<file path="src/rtl/cmp_arbiter.sv">
// Two-port arbiter/sequencer for the shared set-compare subtractor (IDLE -> EXEC -> HOLD).
// Define CMP_RR_EN for round-robin arbitration; otherwise port 0 wins every tie.
module cmp_arbiter #(
    parameter int WIDTH = 32
) (
    input  logic             clk,
    input  logic             rst_n,
    input  logic             req0_valid,
    output logic             req0_ready,
    input  logic [2:0]       req0_op,
    input  logic [WIDTH-1:0] req0_a,
    input  logic [WIDTH-1:0] req0_b,
    input  logic             req1_valid,
    output logic             req1_ready,
    input  logic [2:0]       req1_op,
    input  logic [WIDTH-1:0] req1_a,
    input  logic [WIDTH-1:0] req1_b,
    output logic             res_valid,
    input  logic             res_ready,
    output logic             res_set,
    output logic             res_id,
    output logic             res_err,
    output logic             busy
);

    typedef enum logic [1:0] {IDLE, EXEC, HOLD} state_t;

    localparam logic [2:0] OP_SEQ = 3'b000;
    localparam logic [2:0] OP_SNE = 3'b001;
    localparam logic [2:0] OP_SGE = 3'b010;
    localparam logic [2:0] OP_SLE = 3'b011;
    localparam logic [2:0] OP_SGT = 3'b100;
    localparam logic [2:0] OP_SLT = 3'b101;

    state_t           state;
    state_t           state_nxt;
    logic             grant;
    logic             grant_id;
    logic [2:0]       op_p0;
    logic [WIDTH-1:0] a_p0;
    logic [WIDTH-1:0] b_p0;
    logic             id_p0;
    logic [WIDTH-1:0] sub_x;
    logic [WIDTH-1:0] sub_y;
    logic [WIDTH:0]   sub_sum;
    logic             sub_cout;
    logic             sub_zero;

    function automatic logic cmp_set(input logic [2:0] op, input logic zero, input logic cout);
        logic set;
        case (op)
            OP_SEQ:  set = zero;
            OP_SNE:  set = ~zero;
            OP_SGE:  set = cout;
            OP_SLE:  set = cout;
            OP_SGT:  set = cout & ~zero;
            OP_SLT:  set = ~cout;
            default: set = 1'b0;
        endcase
        return set;
    endfunction

    function automatic logic cmp_err(input logic [2:0] op);
        return op[2] & op[1];
    endfunction

`ifdef CMP_RR_EN
    logic rr_ptr;
`endif

    // Arbitration: ready is gated by rst_n so every output reads 0 while reset is held.
    always_comb begin
        grant    = rst_n && (state == IDLE) && (req0_valid || req1_valid);
`ifdef CMP_RR_EN
        grant_id = (req0_valid && req1_valid) ? rr_ptr : ~req0_valid;
`else
        grant_id = ~req0_valid;
`endif
        req0_ready = grant & ~grant_id;
        req1_ready = grant & grant_id;
    end

    always_comb begin
        state_nxt = state;
        case (state)
            IDLE:    if (grant) state_nxt = EXEC;
            EXEC:    state_nxt = HOLD;
            HOLD:    if (res_ready) state_nxt = IDLE;
            default: state_nxt = IDLE;
        endcase
    end

    // Stage p0: operands captured on the grant edge.
    always_ff @(posedge clk) begin
        if (grant) begin
            op_p0 <= grant_id ? req1_op : req0_op;
            a_p0  <= grant_id ? req1_a  : req0_a;
            b_p0  <= grant_id ? req1_b  : req0_b;
            id_p0 <= grant_id;
        end
    end

    // Shared subtractor x - y = x + ~y + 1; SLE swaps the pair so its cout answers b >= a.
    always_comb begin
        sub_x    = (op_p0 == OP_SLE) ? b_p0 : a_p0;
        sub_y    = (op_p0 == OP_SLE) ? a_p0 : b_p0;
        sub_sum  = {1'b0, sub_x} + {1'b0, ~sub_y} + {{WIDTH{1'b0}}, 1'b1};
        sub_cout = sub_sum[WIDTH];
        sub_zero = (sub_sum[WIDTH-1:0] == '0);
    end

    // Stage p1: registered result, held until the consumer takes it.
    always_ff @(posedge clk or negedge rst_n) begin
        if (!rst_n) begin
            state     <= IDLE;
            res_valid <= 1'b0;
            res_set   <= 1'b0;
            res_id    <= 1'b0;
            res_err   <= 1'b0;
        end else begin
            state <= state_nxt;
            if (state == EXEC) begin
                res_valid <= 1'b1;
                res_set   <= cmp_set(op_p0, sub_zero, sub_cout);
                res_err   <= cmp_err(op_p0);
                res_id    <= id_p0;
            end else if (state == HOLD && res_ready) begin
                res_valid <= 1'b0;
            end
        end
    end

`ifdef CMP_RR_EN
    always_ff @(posedge clk or negedge rst_n) begin
        if (!rst_n)
            rr_ptr <= 1'b0;
        else if (grant)
            rr_ptr <= ~grant_id;
    end
`endif

    assign busy = (state != IDLE);

endmodule

</file>
<file path="config.mk">
export PLATFORM = sky130hd
export DESIGN_NAME = cmp_arbiter
export DESIGN_NICKNAME = d
export VERILOG_FILES = /design/src/rtl/cmp_arbiter.sv
export SDC_FILE = /design/constraint.sdc
export NUM_CORES = 1
export LEC_CHECK = 0
export ABC_AREA = 1
export CAP_MARGIN = 20
export CORE_MARGIN = 4
export CORE_UTILIZATION = 45
export CTS_BUF_LIST = sky130_fd_sc_hd__clkbuf_8
export CTS_CLUSTER_DIAMETER = 30
export DETAILED_ROUTE_END_ITERATION = 12
export GPL_ROUTABILITY_DRIVEN = 0
export PLACE_DENSITY = 0.77
export SLEW_MARGIN = 25
export SYNTH_ARGS = -nofsm -noshare
export SYNTH_HDL_FRONTEND = slang
export SYNTH_SLANG_ARGS = --single-unit
</file>
<file path="constraint.sdc">
create_clock -name clk -period 5.4 [get_ports clk]
set_clock_uncertainty 0.15 [all_clocks]
set_input_delay 1.08 -clock clk [delete_from_list [all_inputs] [get_ports clk]]
set_output_delay 1.08 -clock clk [all_outputs]
set_load 0.005 [all_outputs]
</file>
==> impl_metrics.toml, run 1 <==
[cts]
cts.reportedPaths.clkPinSlew_ns = 0.07
root_buffer = "clkbuf_8"
tritoncts = "done"
cts_buffers = 9
hold_buffers = 0
h-tree-depth = 3
cts_resized = 0
insertion_delay_ns = 0.35
cts_buffer_depth = 2
cts_num_sinks = 74
postCtsSetupBuffers = 0

[setup_path]
end_kind = "primary output"
crit_path_cell_trace = "clkdlybuf4s50_1 -> o21ai_0 -> nor2_4 -> nand2_1 -> inv_1 -> clkdlybuf4s50_1"
reg2regPathDepth = 22
cp_num_cells = 6
critPathLaunchType = "primary input"
crit_required_ns = 4.17
cpPeakStageDelay_ns = 0.62
r2r_slack_ns = 1.93
critical_path_arrival_ns = 2.73
r2r_end = "res_set$_DFFE_PN0P_"
worst-path-buf-inv = 3
critical_path.max_fanout = 7
crit_slowest_cell = "clkdlybuf4s50_1"
cpMostUsedCell = "clkdlybuf4s50_1"
r2r_start = "op_p0[1]$_DFFE_PP_"
crit_type = "primary input to primary output"
crit_family = "buffers and inverters"

[hold_path]
hp-class = "flip-flop to flip-flop"
hold_depth = 2
hold_end = "res_id$_DFFE_PN0P_"
min_from = "id_p0$_DFFE_PP_"

[route]
wl_per_cell_um = 11.5
finalWirelength_mm = 16.9
first_pass_iters = 5
viasPerCell = 4.74
met1_length_mm = 8.40
final_antenna_net_count = 0
route.vias.total = 6946
wl_met2_mm = 7.04
wl_met3_mm = 1.20
drc = 0
topRoutingLayerUsed = "met4"
drt-initial-drc-count = 461

[global_routing]
antenna_found_initial = 0
grt-ovfl-total = 0
grt_pass1_vias = 6109
grt_usage = 0.205
grt_max_degree = 69
grt_pass1_wl_mm = 27.8

[floorplanning]
ios = 146
num_rows = 44
core_mm2 = 0.0145
fp.dieW_um = 130
die_h_um = 130
die-area_mm2 = 0.0169
start_util = 0.460

[sta]
postLayoutSetupSlackWorst_ns = 1.44
min_period_ns = 3.96
maxSlewViolCount = 0
rsz0062_at_grt = "no"
maxSlewHeadroom = 0.460
hold_viol_final = 0
worst_slew_pin_slew_ns = 0.810
fin_crit_sh = 0.734
totalNegativeSetupSlack_ns = 0
setup_viol_count_final = 0
fmax_mhz = 252

[synth]
synth_commonest_cells = "nand2_1, inv_1, nor2_1, edfxtp_1, nand3_1"
synth_async_sr_flop_share = 0.0811
synth.avg_cell_area_um2 = 5.86
synthTopCellsByArea = "nand2_1, edfxtp_1, inv_1"
synth_seq_cells = 74
synth_nets = 1281
synth_edf_count = 68
yosysTopAreaCell = "nand2_1"
yosysWarnings = 0
yosysTopAreaCellShare = 0.322
ys_seq_area_frac = 0.328
synth.most_common_cell = "nand2_1"
ys_types = 39
synth_area_mm2 = 0.00669
ys.flop_type = "edfxtp_1"
synth_cells = 1141

[final_layout]
syn_to_final_growth_pct = 26.5
layout-drive-gt1-share = 0.0484
final_nets = 1417
stdcell_count = 1465
antenna_cells = 0

[placed_design]
place_ws_ns = 1.40
io_buffer_count = 145
hpwlAfterDp_mm = 14.1
dp_cells = 1450

[power]
power_density_mw_per_mm2 = 257
vdd_drop_max_mv = 0.106
leakagePower_nw = 4.54

[run]
drv_cap = 0

[outcome]
status = "finished, final reports clean"
routing by layer:
metal,global-route usage,up-vias
li1,-,3759
met1,0.307,2974
met2,0.298,192
met3,0.0409,21
met4,0.0605,0
met5,0,-
registers in the layout, indices dropped and copies added (netlist names):
| name | flops |
|---|---|
| id_p0 | 1 |
| state | 2 |
| b_p0 | 32 |
| res_err | 1 |
| res_valid | 1 |
| op_p0 | 3 |
| res_id | 1 |
| a_p0 | 32 |
| res_set | 1 |
metrics by stage:
stage                     total power, mW  hold WS, ns  utilization  instance area (um^2)
after global routing                 2.35        0.355        0.582                  8460
after floorplan                      1.42        0.275            -                  6690
after detailed placement             1.72        0.319        0.568                  8260
after global placement               1.71        0.295        0.568                  8260
final                                2.17        0.331        0.582                  8460
after CTS                            2.17        0.334        0.582                  8460
worst max-delay path by stage:
stage / endpoint / from / slack, ns
2_1_floorplan: req0_ready / req0_valid / 0.72
3_3_place_gp: req0_ready / rst_n / 1.41
3_5_place_dp: req0_ready / rst_n / 1.40
4_1_cts: req0_ready / rst_n / 1.40
5_1_grt: req0_ready / rst_n / 1.29
6_report: req0_ready / rst_n / 1.44
cell type report:
class                           count  area (um^2)
Tap cell                          184          230
Timing Repair Buffer              148         1470
Clock buffer                        9          124
Inverter                          180          678
Sequential cell                    74         2190
Clock inverter                      6         83.8
Multi-Input combinational cell    864         3690
Fill cell                        1439         6070
logic make-up (layout without fill, tap and decap cells):
kind of cell               after synthesis  count (layout)  share of synthesized area
AOI/OAI and AO/OA                       53              53                     0.0466
xor gates and xnor gates                 6               6                    0.00786
adders and majority gates                1               1                    0.00187
buffers and inverters                  203             343                      0.122
DFF                                     74              74                      0.328
and+or+nand+nor                        804             804                      0.494
where the power goes:
part | total (mW) | switching [mW] | internal (mW) | leakage (nW)
combinational | 0.950 | 0.586 | 0.364 | 3.72
sequential | 0.774 | 0.0481 | 0.726 | 0.715
clock | 0.448 | 0.193 | 0.255 | 0.104
total | 2.17 | 0.828 | 1.34 | 4.54
worst register-to-register path, stage by stage, from the launching register on:
cell and delay (ns):
edfxtp_1 0.63, nand3_4 0.50, nand2_1 0.18, nand3_1 0.13
ha_1 0.21, inv_1 0.08, nand3_2 0.10, nand3_1 0.11
nand3_2 0.15, nand2_2 0.11, nand2_2 0.08, nand2_1 0.07
nand2_1 0.05, nor2_1 0.08, nand2_1 0.05, nor2_1 0.16
nand3_1 0.10, nor2_2 0.12, nand3_1 0.08, nand2_1 0.06
nand3_1 0.07, nand2_1 0.06, nand2_1 0.04
cell usage in the layout (no fill, tap or decap), types with 2 or more instances in the layout:
| master | Yosys | routed |
|---|---|---|
| nor2_4 | 1 | 2 |
| clkbuf_8 | 0 | 9 |
| nand3_1 | 60 | 60 |
| o21bai_1 | 3 | 3 |
| dfrtp_1 | 6 | 6 |
| clkdlybuf4s50_1 | 0 | 144 |
| buf_4 | 3 | 3 |
| nand2_2 | 12 | 12 |
| nand2_4 | 2 | 2 |
| xnor2_1 | 2 | 2 |
| o21ai_0 | 19 | 19 |
| nor2_2 | 2 | 2 |
| bufinv_16 | 0 | 2 |
| inv_1 | 178 | 179 |
| a21oi_2 | 6 | 6 |
| edfxtp_1 | 68 | 68 |
| nor3_1 | 6 | 6 |
| o21ai_1 | 5 | 5 |
| xor2_1 | 4 | 4 |
| nand4_1 | 18 | 18 |
| a21oi_1 | 15 | 15 |
| nand2_1 | 573 | 573 |
| nor2_1 | 109 | 108 |
| nand3_2 | 9 | 9 |
| or2_2 | 7 | 7 |
Note: power is estimated with default switching activity, not from simulation.
==> inputs of run 2 (changes only) <==
PLACE_DENSITY = 0.74   (was 0.77)
clock period = 4.08 ns   (was 5.4 ns; I/O delays follow)
==> run 2 against run 1 <==
Routed wire length grew 5.0%. Cell area grew 0.52%. Hold slack lost 0.017 ns. Die area is the same. Sequential cell count is the same. Worst setup slack lost 0.80 ns. Sequential power grew 33%. First-iteration DRC count grew 26%. Non-clock buffer count grew 2. Clock power grew 46%. Utilization grew 0.30 points. Register-to-register slack lost 1.2 ns. Critical endpoint unchanged. Largest power group unchanged.
==> impl_metrics.toml, run 2 (synthesis results as in run 1) <==
[setup_path]
reg2regPathDepth = 22
critical_path_arrival_ns = 2.48
crit_required_ns = 3.11
critical_path.max_fanout = 7
crit_type = "primary input to primary output"
critPathLaunchType = "primary input"
end_kind = "primary output"

[run]
drv_cap = 0

[sta]
totalNegativeSetupSlack_ns = 0
fmax_mhz = 290
maxSlewHeadroom = 0.566
worst_slew_pin_slew_ns = 0.650
maxSlewViolCount = 0
setup_viol_count_final = 0
min_period_ns = 3.44
rsz0062_at_grt = "no"
fin_crit_sh = 0.844
whs_ns = 0.314
hold_viol_final = 0

[route]
wl_per_cell_um = 12.1
first_pass_iters = 5
drc = 0
finalWirelength_mm = 17.7
drt-initial-drc-count = 582
viasPerCell = 4.73
route.vias.total = 6942
final_antenna_net_count = 0

[global_routing]
antenna_found_initial = 0
grt_max_degree = 69
grt_usage = 0.215
grt_pass1_vias = 6173
grt-ovfl-total = 0
grt_pass1_wl_mm = 29.0

[cts]
hold_buffers = 0
cts_buffers = 9
h-tree-depth = 3
insertion_delay_ns = 0.34
postCtsSetupBuffers = 0
cts_buffer_depth = 2
cts_num_sinks = 74
cts.reportedPaths.clkPinSlew_ns = 0.07
root_buffer = "clkbuf_8"
tritoncts = "done"
cts_resized = 0

[hold_path]
hp-class = "flip-flop to flip-flop"
hold_depth = 2

[floorplanning]
die_h_um = 130
start_util = 0.460
core_mm2 = 0.0145
fp.dieW_um = 130
num_rows = 44
die-area_mm2 = 0.0169
ios = 146

[final_layout]
ff_latch_area_mm2 = 0.00219
final_common_cell = "nand2_1"
final_cell_mix = "nand2_1, inv_1, clkdlybuf4s50_1"
largest_registers = "a_p0 (32), b_p0 (32), op_p0 (3)"
fin_util = 0.585
final_nets = 1419
syn_to_final_growth_pct = 27.2
fill_cells = 1412
antenna_cells = 0
layout-drive-gt1-share = 0.0522
multi_input_area_mm2 = 0.00369

[power]
power_density_mw_per_mm2 = 346
vdd_drop_max_mv = 0.176
leakagePower_nw = 4.56

[placed_design]
io_buffer_count = 145
hpwlAfterDp_mm = 14.9

[outcome]
status = "finished, final reports clean"
[run 2: changes by cell type in the layout (fill, tap and decap cells not counted)]
cell	delta
buf_4	+2
clkbuf_8	+2
clkinv_1	-1
inv_1	-1
inv_6	+1
[run 2: final cells by class]
type	instances	area share
inverters	180	0.0797
repair buffers	150	0.174
well taps	184	0.0271
clock inverters	5	0.0100
multi-input cells	864	0.433
flip-flops and latches	74	0.258
clock buffers	11	0.0178
[run 2: worst paths after layout]
check                                        start  slack [ns]                    end
worst max-delay path                         rst_n        0.64             req0_ready
worst min-delay path               id_p0$_DFFE_PP_        0.31     res_id$_DFFE_PN0P_
worst max register to register  op_p0[1]$_DFFE_PP_        0.77    res_set$_DFFE_PN0P_
worst min register to register     id_p0$_DFFE_PP_        0.31     res_id$_DFFE_PN0P_
max in group asynchronous                    rst_n        2.99  res_valid$_DFFE_PN0P_
min in group asynchronous                    rst_n        0.56   state[1]$_DFFE_PN0P_
[run 2: worst max-delay path: stages]
cell	delay, ns
clkdlybuf4s50_1	0.64
o21ai_0	0.25
nor2_4	0.17
nand2_1	0.06
inv_1	0.05
clkdlybuf4s50_1	0.49
[run 2: routing by layer]
metal,GRT usage,share of wire,vias to the layer above
met5,0,0,-
met4,0.0440,0.0077,0
met3,0.0352,0.069,10
met2,0.326,0.43,225
met1,0.325,0.50,2941
li1,-,-,3766
[run 2: where the power goes]
| part | switching, mW | total [mW] | internal [mW] | leakage, nW |
|---|---|---|---|---|
| Clock | 0.274 | 0.654 | 0.381 | 0.116 |
| Combinational | 0.779 | 1.26 | 0.485 | 3.73 |
| Sequential | 0.0661 | 1.03 | 0.959 | 0.715 |
[run 2: through the flow]
step	setup slack [ns]	total power, mW	instance area (um^2)	std cells
finish	0.635	2.94	8510	1468
global route	0.336	3.19	8510	1468
detailed placement	0.599	2.29	8270	1452
floorplan	0.648	1.88	6700	1141
CTS	0.598	2.95	8510	1468
global placement	0.610	2.27	8270	1452
==> RTL change, RTL diff (config.mk and constraints of run 1) <==
Add a define of `CMP_RR_EN`.
--- a/src/rtl/cmp_arbiter.sv
+++ b/src/rtl/cmp_arbiter.sv
@@ -1,5 +1,7 @@
 // Two-port arbiter/sequencer for the shared set-compare subtractor (IDLE -> EXEC -> HOLD).
 // Define CMP_RR_EN for round-robin arbitration; otherwise port 0 wins every tie.
+`define CMP_RR_EN
+
 module cmp_arbiter #(
     parameter int WIDTH = 32
 ) (
Formal check against the unedited RTL: not equivalent (Yosys sat finds a counterexample within 4 cycles, from zero or initial values and one cycle with rst_n low).
==> RTL change against run 1 <==
- global-route usage decreased by 0.42 points
- sequential cell count increased by 1
- sequential power increased by 4.4%
- wire length increased by 1.3%
- synthesized area grew 1.9%
- sequential share of layout area about the same
- setup slack worse by 0.076 ns
- power rose by 10%
- cell area rose by 1.3%
- maximum frequency fell by 1.9%
- count of clock-buffer cells in the layout unchanged
- critical endpoint unchanged
- largest cell class unchanged
- largest power group unchanged
==> RTL change: results (changes against run 1) <==
* Status: finished clean
* PD cells at 279 mW/mm^2 (+8.8%)
* Worst Reg-to-Reg Cells at 24 (+9.1%)
* Global routing usage on met1 at 29.3% (-1.4 points)
* Clock share of power at 17.7% (-2.9 points)
* Pre-antenna DRT Iters at 6 (+1)
* Fraction of area in multi-input gates at 44.5% (+0.95 points)
* Slowest cell delay on critical path at 0.68 ns (+0.06 ns)
* Non-Clock Inverter Count at 171 (-5.0%)
* #MultiIn Comb at 861 (-0.35%)
* Total Wirelength at 17100 um (+1.3%)
* Combinational power at 1.16 mW (+22%)
* Syn Nets at 1269 (-0.94%)
* Async SR Flop Fraction at 9.33% (+1.2 points)
* Vias in the first global route at 6145 (+0.59%)
* Cell variety after synth at 42 (+7.7%)
* Post-Syn Area at 0.00682 sq mm (+1.9%)
* Dpl ws at 1.33 ns (-0.0762 ns)
* Initial DRC count at 480 (+4.1%)
* Share of layout cells above drive strength 1 at 7.79% (+2.9 points)
* Top post-synthesis cells by area: edfxtp_1 30%, nand2_1 30%, inv_1 9.1%
* Leak at 4.47 nW (-1.4%)
* Crit path max fanout at 8 (+1)
* Cell count after synthesis at 1129 (-1.1%)
* Post-synthesis sequential area ratio at 32.5% (-0.25 points)
* Via density at 4.83 (+1.9%)
* Pin count of the biggest net entering global routing at 70 (+1.4%)
* Met2 Usage GRT at 30.5% (+0.71 points)
* First-pass GRT wire length at 27500 um (-1.1%)
* Setup WS post-layout at 1.36 ns (-0.0755 ns)
==> RTL change: changes by cell type after synthesis, moves of 3 or more <==
cell     delta
a21oi_2     +3
inv_1      -13
inv_2       +4
nand2_1    -36
nand2_2    +20
nand4_1     +3
nor2_1      +4
o21ai_0     -7
o21ai_2     +7
or2_2       -3
xor2_1      -4
==> RTL change: cells by family (layout without fill, tap and decap cells) <==
logic type / Yosys count / count (layout) / synth area share (%)
AO/OA/AOI/OAI: 55 / 55 / 5.53
flip-flops: 75 / 75 / 32.5
buffers and inverters: 193 / 335 / 11.7
adder cells (fa/ha/maj): 1 / 1 / 0.184
XOR/XNOR: 2 / 2 / 0.257
AND/OR/NAND/NOR: 803 / 803 / 49.8
==> RTL change: metal layers <==
layer,wire length [um],vias to the layer above
met1,8060,3007
li1,-,3750
met4,267,0
met5,0,-
met3,1370,24
met2,7400,251
